==> src/rtl/dvs_ravens_pkg.sv <==
// Shared RAVENS packet definitions for the event serializer and decoder.
// Keeping the word layout here means both sides read the same field
// positions and markers.
package dvs_ravens_pkg;

  localparam int RAVENS_PKT_BITS   = 32;
  localparam int DVS_X_ADDR_BITS   = 9;
  localparam int DVS_Y_ADDR_BITS   = 9;
  localparam int TIMESTAMP_US_BITS = 47;

  // The timestamp is split across the three words as hi / mid / lo.
  localparam int RAVENS_TS_HI_BITS  = 11;
  localparam int RAVENS_TS_MID_BITS = 30;
  localparam int RAVENS_TS_LO_BITS  = 6;

  localparam logic [1:0] RAVENS_MARK_W0 = 2'b01;
  localparam logic [1:0] RAVENS_MARK_W1 = 2'b10;
  localparam logic [1:0] RAVENS_MARK_W2 = 2'b11;

  // Marker field, common to all words.
  localparam int RAVENS_MARK_HI = 31;
  localparam int RAVENS_MARK_LO = 30;

  // Word 0 fields.
  localparam int RAVENS_W0_X_HI   = 29;
  localparam int RAVENS_W0_X_LO   = 21;
  localparam int RAVENS_W0_Y_HI   = 20;
  localparam int RAVENS_W0_Y_LO   = 12;
  localparam int RAVENS_W0_POL    = 11;
  localparam int RAVENS_W0_TSH_HI = 10;
  localparam int RAVENS_W0_TSH_LO = 0;

  // Word 1 fields.
  localparam int RAVENS_W1_TSM_HI = 29;
  localparam int RAVENS_W1_TSM_LO = 0;

  // Word 2 fields; the reserved bits must be zero.
  localparam int RAVENS_W2_TSL_HI  = 29;
  localparam int RAVENS_W2_TSL_LO  = 24;
  localparam int RAVENS_W2_RSVD_HI = 23;
  localparam int RAVENS_W2_RSVD_LO = 0;

  typedef struct packed {
    logic [DVS_X_ADDR_BITS-1:0]   x;
    logic [DVS_Y_ADDR_BITS-1:0]   y;
    logic                         pol;
    logic [TIMESTAMP_US_BITS-1:0] ts;
  } dvs_event_t;

  typedef enum logic [1:0] {
    S_W0 = 2'd0,
    S_W1 = 2'd1,
    S_W2 = 2'd2
  } ravens_dec_state_t;

  // Marker that a word must carry when it arrives in the given state.
  function automatic logic [1:0] ravens_expected_marker(input ravens_dec_state_t s);
    logic [1:0] m;
    case (s)
      S_W0:    m = RAVENS_MARK_W0;
      S_W1:    m = RAVENS_MARK_W1;
      S_W2:    m = RAVENS_MARK_W2;
      default: m = RAVENS_MARK_W0;
    endcase
    return m;
  endfunction

endpackage

==> src/rtl/ravens_pkt_decoder.sv <==
// Reassembles three-word RAVENS packets into DVS events (x, y, pol, ts).
// Optional marker/reserved-bit checking is compiled in with the macro
// RAVENS_DEC_CHECK_EN; without it assembly is purely positional and
// seq_err is held low.
//
// state | meaning
// S_W0  | waiting for word 0 (x, y, pol, ts hi)
// S_W1  | waiting for word 1 (ts mid)
// S_W2  | waiting for word 2 (ts lo); loads the output register
module ravens_pkt_decoder
  import dvs_ravens_pkg::*;
#(
  parameter int X_BITS  = DVS_X_ADDR_BITS,
  parameter int Y_BITS  = DVS_Y_ADDR_BITS,
  parameter int TS_BITS = TIMESTAMP_US_BITS
) (
  input  logic                       clk,
  input  logic                       rst,
  input  logic [RAVENS_PKT_BITS-1:0] pkt_data,
  input  logic                       pkt_valid,
  output logic                       pkt_ready,
  output logic [X_BITS-1:0]          event_x,
  output logic [Y_BITS-1:0]          event_y,
  output logic                       event_pol,
  output logic [TS_BITS-1:0]         event_ts,
  output logic                       event_valid,
  input  logic                       event_ready,
  output logic                       seq_err
);

  localparam int TS_HI_LSB  = TIMESTAMP_US_BITS - RAVENS_TS_HI_BITS;
  localparam int TS_MID_MSB = RAVENS_TS_LO_BITS + RAVENS_TS_MID_BITS - 1;

  ravens_dec_state_t state;
  dvs_event_t        part_q;
  dvs_event_t        evt_q;
  logic              event_valid_q;
  logic              seq_err_q;
  logic              pkt_xfer;
  logic              word_ok;
  logic              restart_w0;

  // Word 0 opens a fresh partial event; everything not carried by it is cleared.
  function automatic dvs_event_t load_w0(input logic [RAVENS_PKT_BITS-1:0] w);
    dvs_event_t e;
    e     = '0;
    e.x   = w[RAVENS_W0_X_HI:RAVENS_W0_X_LO];
    e.y   = w[RAVENS_W0_Y_HI:RAVENS_W0_Y_LO];
    e.pol = w[RAVENS_W0_POL];
    e.ts[TIMESTAMP_US_BITS-1:TS_HI_LSB] = w[RAVENS_W0_TSH_HI:RAVENS_W0_TSH_LO];
    return e;
  endfunction

  // Word 2 is only blocked while a held event is not being drained; reset
  // keeps the input open so the upstream never sees a stall across reset.
  assign pkt_ready = rst || (state != S_W2) || !event_valid_q || event_ready;
  assign pkt_xfer  = pkt_valid && pkt_ready;

`ifdef RAVENS_DEC_CHECK_EN
  logic [1:0] pkt_marker;
  logic       marker_ok;
  logic       rsvd_ok;

  assign pkt_marker = pkt_data[RAVENS_MARK_HI:RAVENS_MARK_LO];
  assign marker_ok  = (pkt_marker == ravens_expected_marker(state));
  assign rsvd_ok    = (state != S_W2) ||
                      (pkt_data[RAVENS_W2_RSVD_HI:RAVENS_W2_RSVD_LO] == '0);
  assign word_ok    = marker_ok && rsvd_ok;
  // A stray word-0 marker is most likely the start of the next event, so
  // resynchronise on it rather than dropping it too.
  assign restart_w0 = !marker_ok && (pkt_marker == RAVENS_MARK_W0);
`else
  logic unused_pkt_bits;

  assign unused_pkt_bits = ^{pkt_data[RAVENS_MARK_HI:RAVENS_MARK_LO],
                             pkt_data[RAVENS_W2_RSVD_HI:RAVENS_W2_RSVD_LO]};
  assign word_ok    = 1'b1;
  assign restart_w0 = 1'b0;
`endif

  // Word sequencing, partial capture, output register and error pulse.
  always_ff @(posedge clk) begin
    if (rst) begin
      state         <= S_W0;
      part_q        <= '0;
      evt_q         <= '0;
      event_valid_q <= 1'b0;
      seq_err_q     <= 1'b0;
    end else begin
      seq_err_q <= 1'b0;
      if (event_valid_q && event_ready) begin
        event_valid_q <= 1'b0;
      end
      if (pkt_xfer) begin
        if (!word_ok) begin
          seq_err_q <= 1'b1;
          if (restart_w0) begin
            part_q <= load_w0(pkt_data);
            state  <= S_W1;
          end else begin
            part_q <= '0;
            state  <= S_W0;
          end
        end else begin
          unique case (state)
            S_W0: begin
              part_q <= load_w0(pkt_data);
              state  <= S_W1;
            end
            S_W1: begin
              part_q.ts[TS_MID_MSB:RAVENS_TS_LO_BITS] <=
                pkt_data[RAVENS_W1_TSM_HI:RAVENS_W1_TSM_LO];
              state <= S_W2;
            end
            S_W2: begin
              evt_q <= part_q;
              evt_q.ts[RAVENS_TS_LO_BITS-1:0] <=
                pkt_data[RAVENS_W2_TSL_HI:RAVENS_W2_TSL_LO];
              event_valid_q <= 1'b1;
              state         <= S_W0;
            end
            default: begin
              part_q <= '0;
              state  <= S_W0;
            end
          endcase
        end
      end
    end
  end

  assign event_x     = X_BITS'(evt_q.x);
  assign event_y     = Y_BITS'(evt_q.y);
  assign event_pol   = evt_q.pol;
  assign event_ts    = TS_BITS'(evt_q.ts);
  assign event_valid = event_valid_q;
  assign seq_err     = seq_err_q;

endmodule

==> config.mk <==
export PLATFORM = sky130hd
export DESIGN_NAME = ravens_pkt_decoder
export DESIGN_NICKNAME = d
export VERILOG_FILES = /design/src/rtl/dvs_ravens_pkg.sv /design/src/rtl/ravens_pkt_decoder.sv
export SDC_FILE = /design/constraint.sdc
export NUM_CORES = 1
export LEC_CHECK = 0
export ABC_AREA = 1
export CORE_ASPECT_RATIO = 1.75
export CORE_MARGIN = 2
export CORE_UTILIZATION = 40
export DETAILED_ROUTE_END_ITERATION = 7
export REMOVE_ABC_BUFFERS = 1
export SYNTH_ARGS = -nofsm -noshare
export SYNTH_HDL_FRONTEND = slang
export SYNTH_SLANG_ARGS = --single-unit
==> constraint.sdc <==
create_clock -name clk -period 2.7 [get_ports clk]
set_input_delay 0.405 -clock clk [delete_from_list [all_inputs] [get_ports clk]]
set_output_delay 0.405 -clock clk [all_outputs]
set_load 0.005 [all_outputs]
# [Word level (Yosys, flattened, before mapping)]
# Cells that the tools add are included.
[op_classes] bitwise=2 n_mux=6 n_eq_ne=3 reduce_logical=11
[ops] cell="one-hot mux 30 bit (2 select lines)" n=2
[ops] cell="AND reduction 2 bit" n=3
[ops] cell="one-hot mux 2 bit (2 select lines)" n=1
[ops] cell="logical OR 1 bit" n=3
[ops] cell="two-way mux 1 bit" n=3
[ops] cell="== test 2 x 1 -> 1 bit, second input constant" n=1
[ops] cell="== test 2 bit, second input constant" n=1
[ops] cell="logical AND 1 bit" n=2
[ops] cell="zero test 2 bit" n=1
[ops] cell="!= test 2 bit, second input constant" n=1
[ops] cell="inverter 1 bit" n=2
[ops] cell="OR reduction 2 bit" n=1
[ops] cell="zero test 1 bit" n=1
[word_totals] elab_cells=33 regBits=129

# [Depth between registers and ports, before layout]
[depth] depth_word=6 depth_mapped=11 ltp_nobuf=9

# [Worst setup path before layout]
# No wires, ideal clock.
[synth_timing] path_kind="register to register" from="reg state[0]" to="reg event_valid_q (netlist: event_valid)" path_stages_with_launch=12 period_less_slack_ns=1.577 n_path_buf=2 required_ns=2.590 arrival_time_ns=1.467 slack_ns=1.123 cell_sequence="dfxtp_1 -> inv_1 -> ha_1 -> inv_2 -> nor2_1 -> nand2_2 -> nand3_1 -> buf_2 -> buf_4 -> nand2_1 -> nand2_1 -> inv_1"
[synth_between] elab_chain_cells=6
[synth_rtl] element="from (decl)" line="ravens_pkt_decoder.sv:34" source="ravens_dec_state_t state;"
[synth_rtl] element="from (signal assigned)" line="ravens_pkt_decoder.sv:84" source="state <= S_W0;"
[synth_rtl] element="from (signal assigned)" line="ravens_pkt_decoder.sv:99" source="state <= S_W1;"
[synth_rtl] element="from (signal assigned)" line="ravens_pkt_decoder.sv:102" source="state <= S_W0;"
[synth_rtl] element="!= test 2 bit" line="ravens_pkt_decoder.sv:56" source="assign pkt_ready = rst || (state != S_W2) || !event_valid_q || event_ready;"
[synth_rtl] element="logical OR 1 bit (3 in series)" line="ravens_pkt_decoder.sv:56"
[synth_rtl] element="logical AND 1 bit" line="ravens_pkt_decoder.sv:57" source="assign pkt_xfer = pkt_valid && pkt_ready;"
[synth_rtl] element="two-way mux 1 bit *" line="ravens_pkt_decoder.sv:94" source="if (pkt_xfer) begin"
[synth_rtl] element="to (signal assigned)" line="ravens_pkt_decoder.sv:87" source="event_valid_q <= 1'b0;"
[synth_rtl] element="to (signal assigned)" line="ravens_pkt_decoder.sv:92" source="event_valid_q <= 1'b0;"
[synth_rtl] element="to (signal assigned)" line="ravens_pkt_decoder.sv:119" source="event_valid_q <= 1'b1;"
[synth_rtl] element="to (decl)" line="ravens_pkt_decoder.sv:37" source="logic event_valid_q;"
# Every way passes the cells marked *; elsewhere a longest branch is shown, timed or not.
# A chain may end at the register's enable or synchronous reset.

# [Worst setup path in the final report]
[layout_timing] from="reg state[0]" to="out pkt_ready"
[layout_between] elab_chain_cells=4
[layout_rtl] element="!= test 2 bit" line="ravens_pkt_decoder.sv:56"
[layout_rtl] element="logical OR 1 bit (3 in series)" line="ravens_pkt_decoder.sv:56"
[layout_rtl] element="to (decl)" line="ravens_pkt_decoder.sv:21" source="output logic pkt_ready,"
# Every way passes these cells.

==> summary.txt <==
Run status
  – Status: finished, final reports clean

GRT
  – Tot GR Track Use: between 10% and 20%
  – First-pass GRT wire length: 26.1 mm
  – Antenna violations before repair: 0
  – Overflow after GRT: 0
  – Vias in the first global route: between 5000 and 6000
  – Largest net degree at the start of global routing: 93

Setup path
  – Capturing element type of the critical path: primary output
  – Worst Path Required: 2.30 ns
  – Critical-path top delay cell: clkdlybuf4s50_1
  – Worst-path cell chain: inv_1, ha_4, inv_2, nor2_1, nand2_4, clkdlybuf4s50_1
  – Max Fanout on Critical Path: 15
  – CP max stage delay: 0.48 ns
  – Worst path buffer plus inverter count: 3
  – CP startpoint kind: flip-flop
  – Setup CP Type: reg -> out
  – Reg-to-reg slack, setup: 0.67 ns
  – CP delay by family, top: buffers and inverters
  – Critical path data arrival time: 2.09 ns

Power
  – Gate power share: 14.4%
  – Leakage Power: between 4 and 5 nW
  – Net Sw Frac: 27.0%
  – VDD IR max: 0.000407 V
  – Total power: about 4.8 mW
  – Net Sw Power: 1.29 mW
  – Int Pwr: 3.49 mW
  – Seq pwr share: between 40% and 50%
  – PD cells: 587 nW/µm²
  – Power share of the clock group: a little over two fifths

Timing
  – # setup viols final: 0
  – Final min period: about 2.5 ns
  – Max frequency: 401 MHz
  – Final Hold Fails: 0
  – Setup TNS: 0 ns
  – RSZ-0062 raised after global routing: no
  – Final period util: 92.4%
  – Slew @ Worst Pin: 0.736 ns
  – Slew HR: 50.9%
  – Pins Over Slew Limit: 0
  – Worst clock skew: 0.0104 ns

Placement
  – Number of I/O port buffers: 101
  – Global placement routability congestion: between 0.7 and 0.8
  – Dpl hpwl: 9.13 mm
  – Dpl cells: 1284

Drt
  – DRT Pass-1 Iters: 4
  – Routed wire length: 15.8 mm
  – Detailed-route via count: 5947
  – Post-DR vias/cell: 4.52
  – Iter 0 DRT Violations: 259
  – DRC viols: 0
  – Antenna viol nets, final: 0
  – DR WL/cell: 12.0 µm

Cells and area
  – Area delta synth->final: 25.8%
  – Share of layout cells above drive strength 1: 4.80%
  – Post-Layout Cell Count: 1315
  – Ant diodes: 0
  – Total Nets Final: 1155

Floorplanning
  – Die Ht: 172 µm
  – Cell Rows: 61
  – Die Area: 17300 µm²
  – Die width: 100 µm
  – IO Pins: 105
  – Core footprint: 15900 µm²
  – Initial Util: about two fifths

Yosys
  – Post-synthesis compound-gate area fraction: less than 1%
  – #FFs+latches synth: approximately 130
  – Post-Synth Adder-Cell Area: 0.966%
  – Simple-gate share of the synthesized area: 38.5%
  – Post-synthesis xor/xnor area fraction: 0%
  – Netlist Area Pre-Place: 6470 µm²
  – Main combinational cell family by area after synthesis: simple AND/OR/NAND/NOR gates
  – Synth Instances: 1055
  – Mapped Avg Cell Area: 6.14 µm²
  – YS warnings: 0
  – Synth unique cells: 16
  – Post-synthesis mux area share: 0%
  – Sequential-to-total area share from yosys stat: between 30% and 40%

Clocking
  – CTS Buf Count: 17
  – Sinks on Clock Net: roughly 130
  – CTS Hold Bufs: 0
  – CTS Root Cell: clkbuf_16
  – H-tree levels: 4
  – CTS tree: done
  – Clock slew at reported path FFs: roughly 0.060 ns
  – Worst skew pair latency: 0.41 ns
  – Longest Clk Path Bufs: 2

Min path
  – Worst min path class: reg -> reg

Flow run
  – Max-cap violations: 0
## worst reg2reg max path: stages (launching register included)
cell and delay [ns]:
dfxtp_1 0.34, inv_1 0.16, ha_4 0.29, inv_2 0.08, nor2_1 0.17, nand2_4 0.16
nand3_4 0.32, buf_4 0.26, nand2_1 0.07, inv_1 0.05, nor2_1 0.04
## cells by family (layout without fill, tap and decap cells)
family / after synthesis / after routing
DFF: 129 / 129
adders and majority gates: 5 / 5
AOI/OAI and AO/OA: 2 / 2
buffers and inverters: 341 / 412
and+or+nand+nor: 577 / 577
other: 1 / 1
## state kept, by name, summed over array words and instances (netlist names)
| name | cells |
|---|---|
| event_x | 9 |
| part_q | 60 |
| event_ts | 47 |
| event_pol | 1 |
| event_y | 9 |
| event_valid | 1 |
| state | 2 |
## layout by cell type, fill, tap and decap left out, types with 3 or more instances in the layout
| cell | synthesis | layout |
|---|---|---|
| buf_12 | 0 | 6 |
| buf_4 | 4 | 9 |
| clkbuf_16 | 0 | 17 |
| clkdlybuf4s50_1 | 0 | 100 |
| clkinv_1 | 25 | 25 |
| clkinv_2 | 0 | 7 |
| clkinvlp_4 | 0 | 3 |
| dfxtp_1 | 129 | 129 |
| inv_1 | 239 | 239 |
| nand2_1 | 317 | 317 |
| nand4_1 | 126 | 126 |
| nor2_1 | 128 | 128 |
## power by group through the flow
stage | combinational, mW | sequential (mW) | clock [mW]
2_1_floorplan | 0.416 | 2.08 | 0
3_3_place_gp | 0.684 | 2.08 | 0
3_5_place_dp | 0.688 | 2.08 | 0
4_1_cts | 0.693 | 2.04 | 2.11
5_1_grt | 0.795 | 2.05 | 2.18
6_report | 0.688 | 2.04 | 2.05
## synthesized netlist by cell type
cell      number  area [µm²]
inv_1        239         897
dfxtp_1      129        2580
nand4_1      126         788
clkinv_1      25        93.8
nand3_1        5        25.0
nand2_2        1        6.26
nand2_1      317        1190
a21oi_1        2        10.0
conb_1         1        3.75
ha_1           5        62.6
buf_1         14        52.6
buf_4          4        30.0
inv_2          2        7.51
clkbuf_1      33         124
nor2_1       128         480
buf_2         24         120
## path summary, 6_finish.rpt
path	from	to	cells past startpoint
setup / recovery	state[0]$_SDFFE_PP0P_	pkt_ready	6
hold reg to reg	event_ts[43]$_SDFFE_PP0P_	event_ts[43]$_SDFFE_PP0P_	4
hold / removal	event_ts[43]$_SDFFE_PP0P_	event_ts[43]$_SDFFE_PP0P_	4
setup reg to reg	state[0]$_SDFFE_PP0P_	event_ts[16]$_SDFFE_PP0P_	10
## through the flow
step / hold WS (ns) / setup slack [ns] / cell area (µm²) / utilization (%)
3_5_place_dp: 0.488 / 0.449 / 7610 / 47.9
5_1_grt: 0.526 / 0.0949 / 8140 / 51.3
6_report: 0.500 / 0.206 / 8140 / 51.3
3_3_place_gp: 0.478 / 0.452 / 7610 / 47.9
2_1_floorplan: 0.450 / -2.51 / 6150 / -
4_1_cts: 0.497 / 0.0799 / 8130 / 51.2
## layer usage
layer / GRT usage, % / up-vias / part of all wire, %
li1: - / 3238 / -
met4: 7.56 / 0 / 0.98
met2: 32.5 / 130 / 50
met1: 23.2 / 2566 / 45
met3: 3.52 / 13 / 4.2
met5: 0 / - / 0
## cell type report
cell class	count	area (µm²)
Clock buffer	20	457
Clock inverter	11	66.3
Fill cell	1673	7730
Inverter	266	1000
Multi-Input combinational cell	585	2610
Sequential cell	129	2580
Tap cell	189	236
Timing Repair Buffer	115	1190
## timing repair
item	in CTS	in global routing
resized for setup	0	1
endpoints found under the hold margin	0	0
buffers inserted	0	0
endpoints found under the setup margin	0	1
Power figures use the tool's default switching activity.
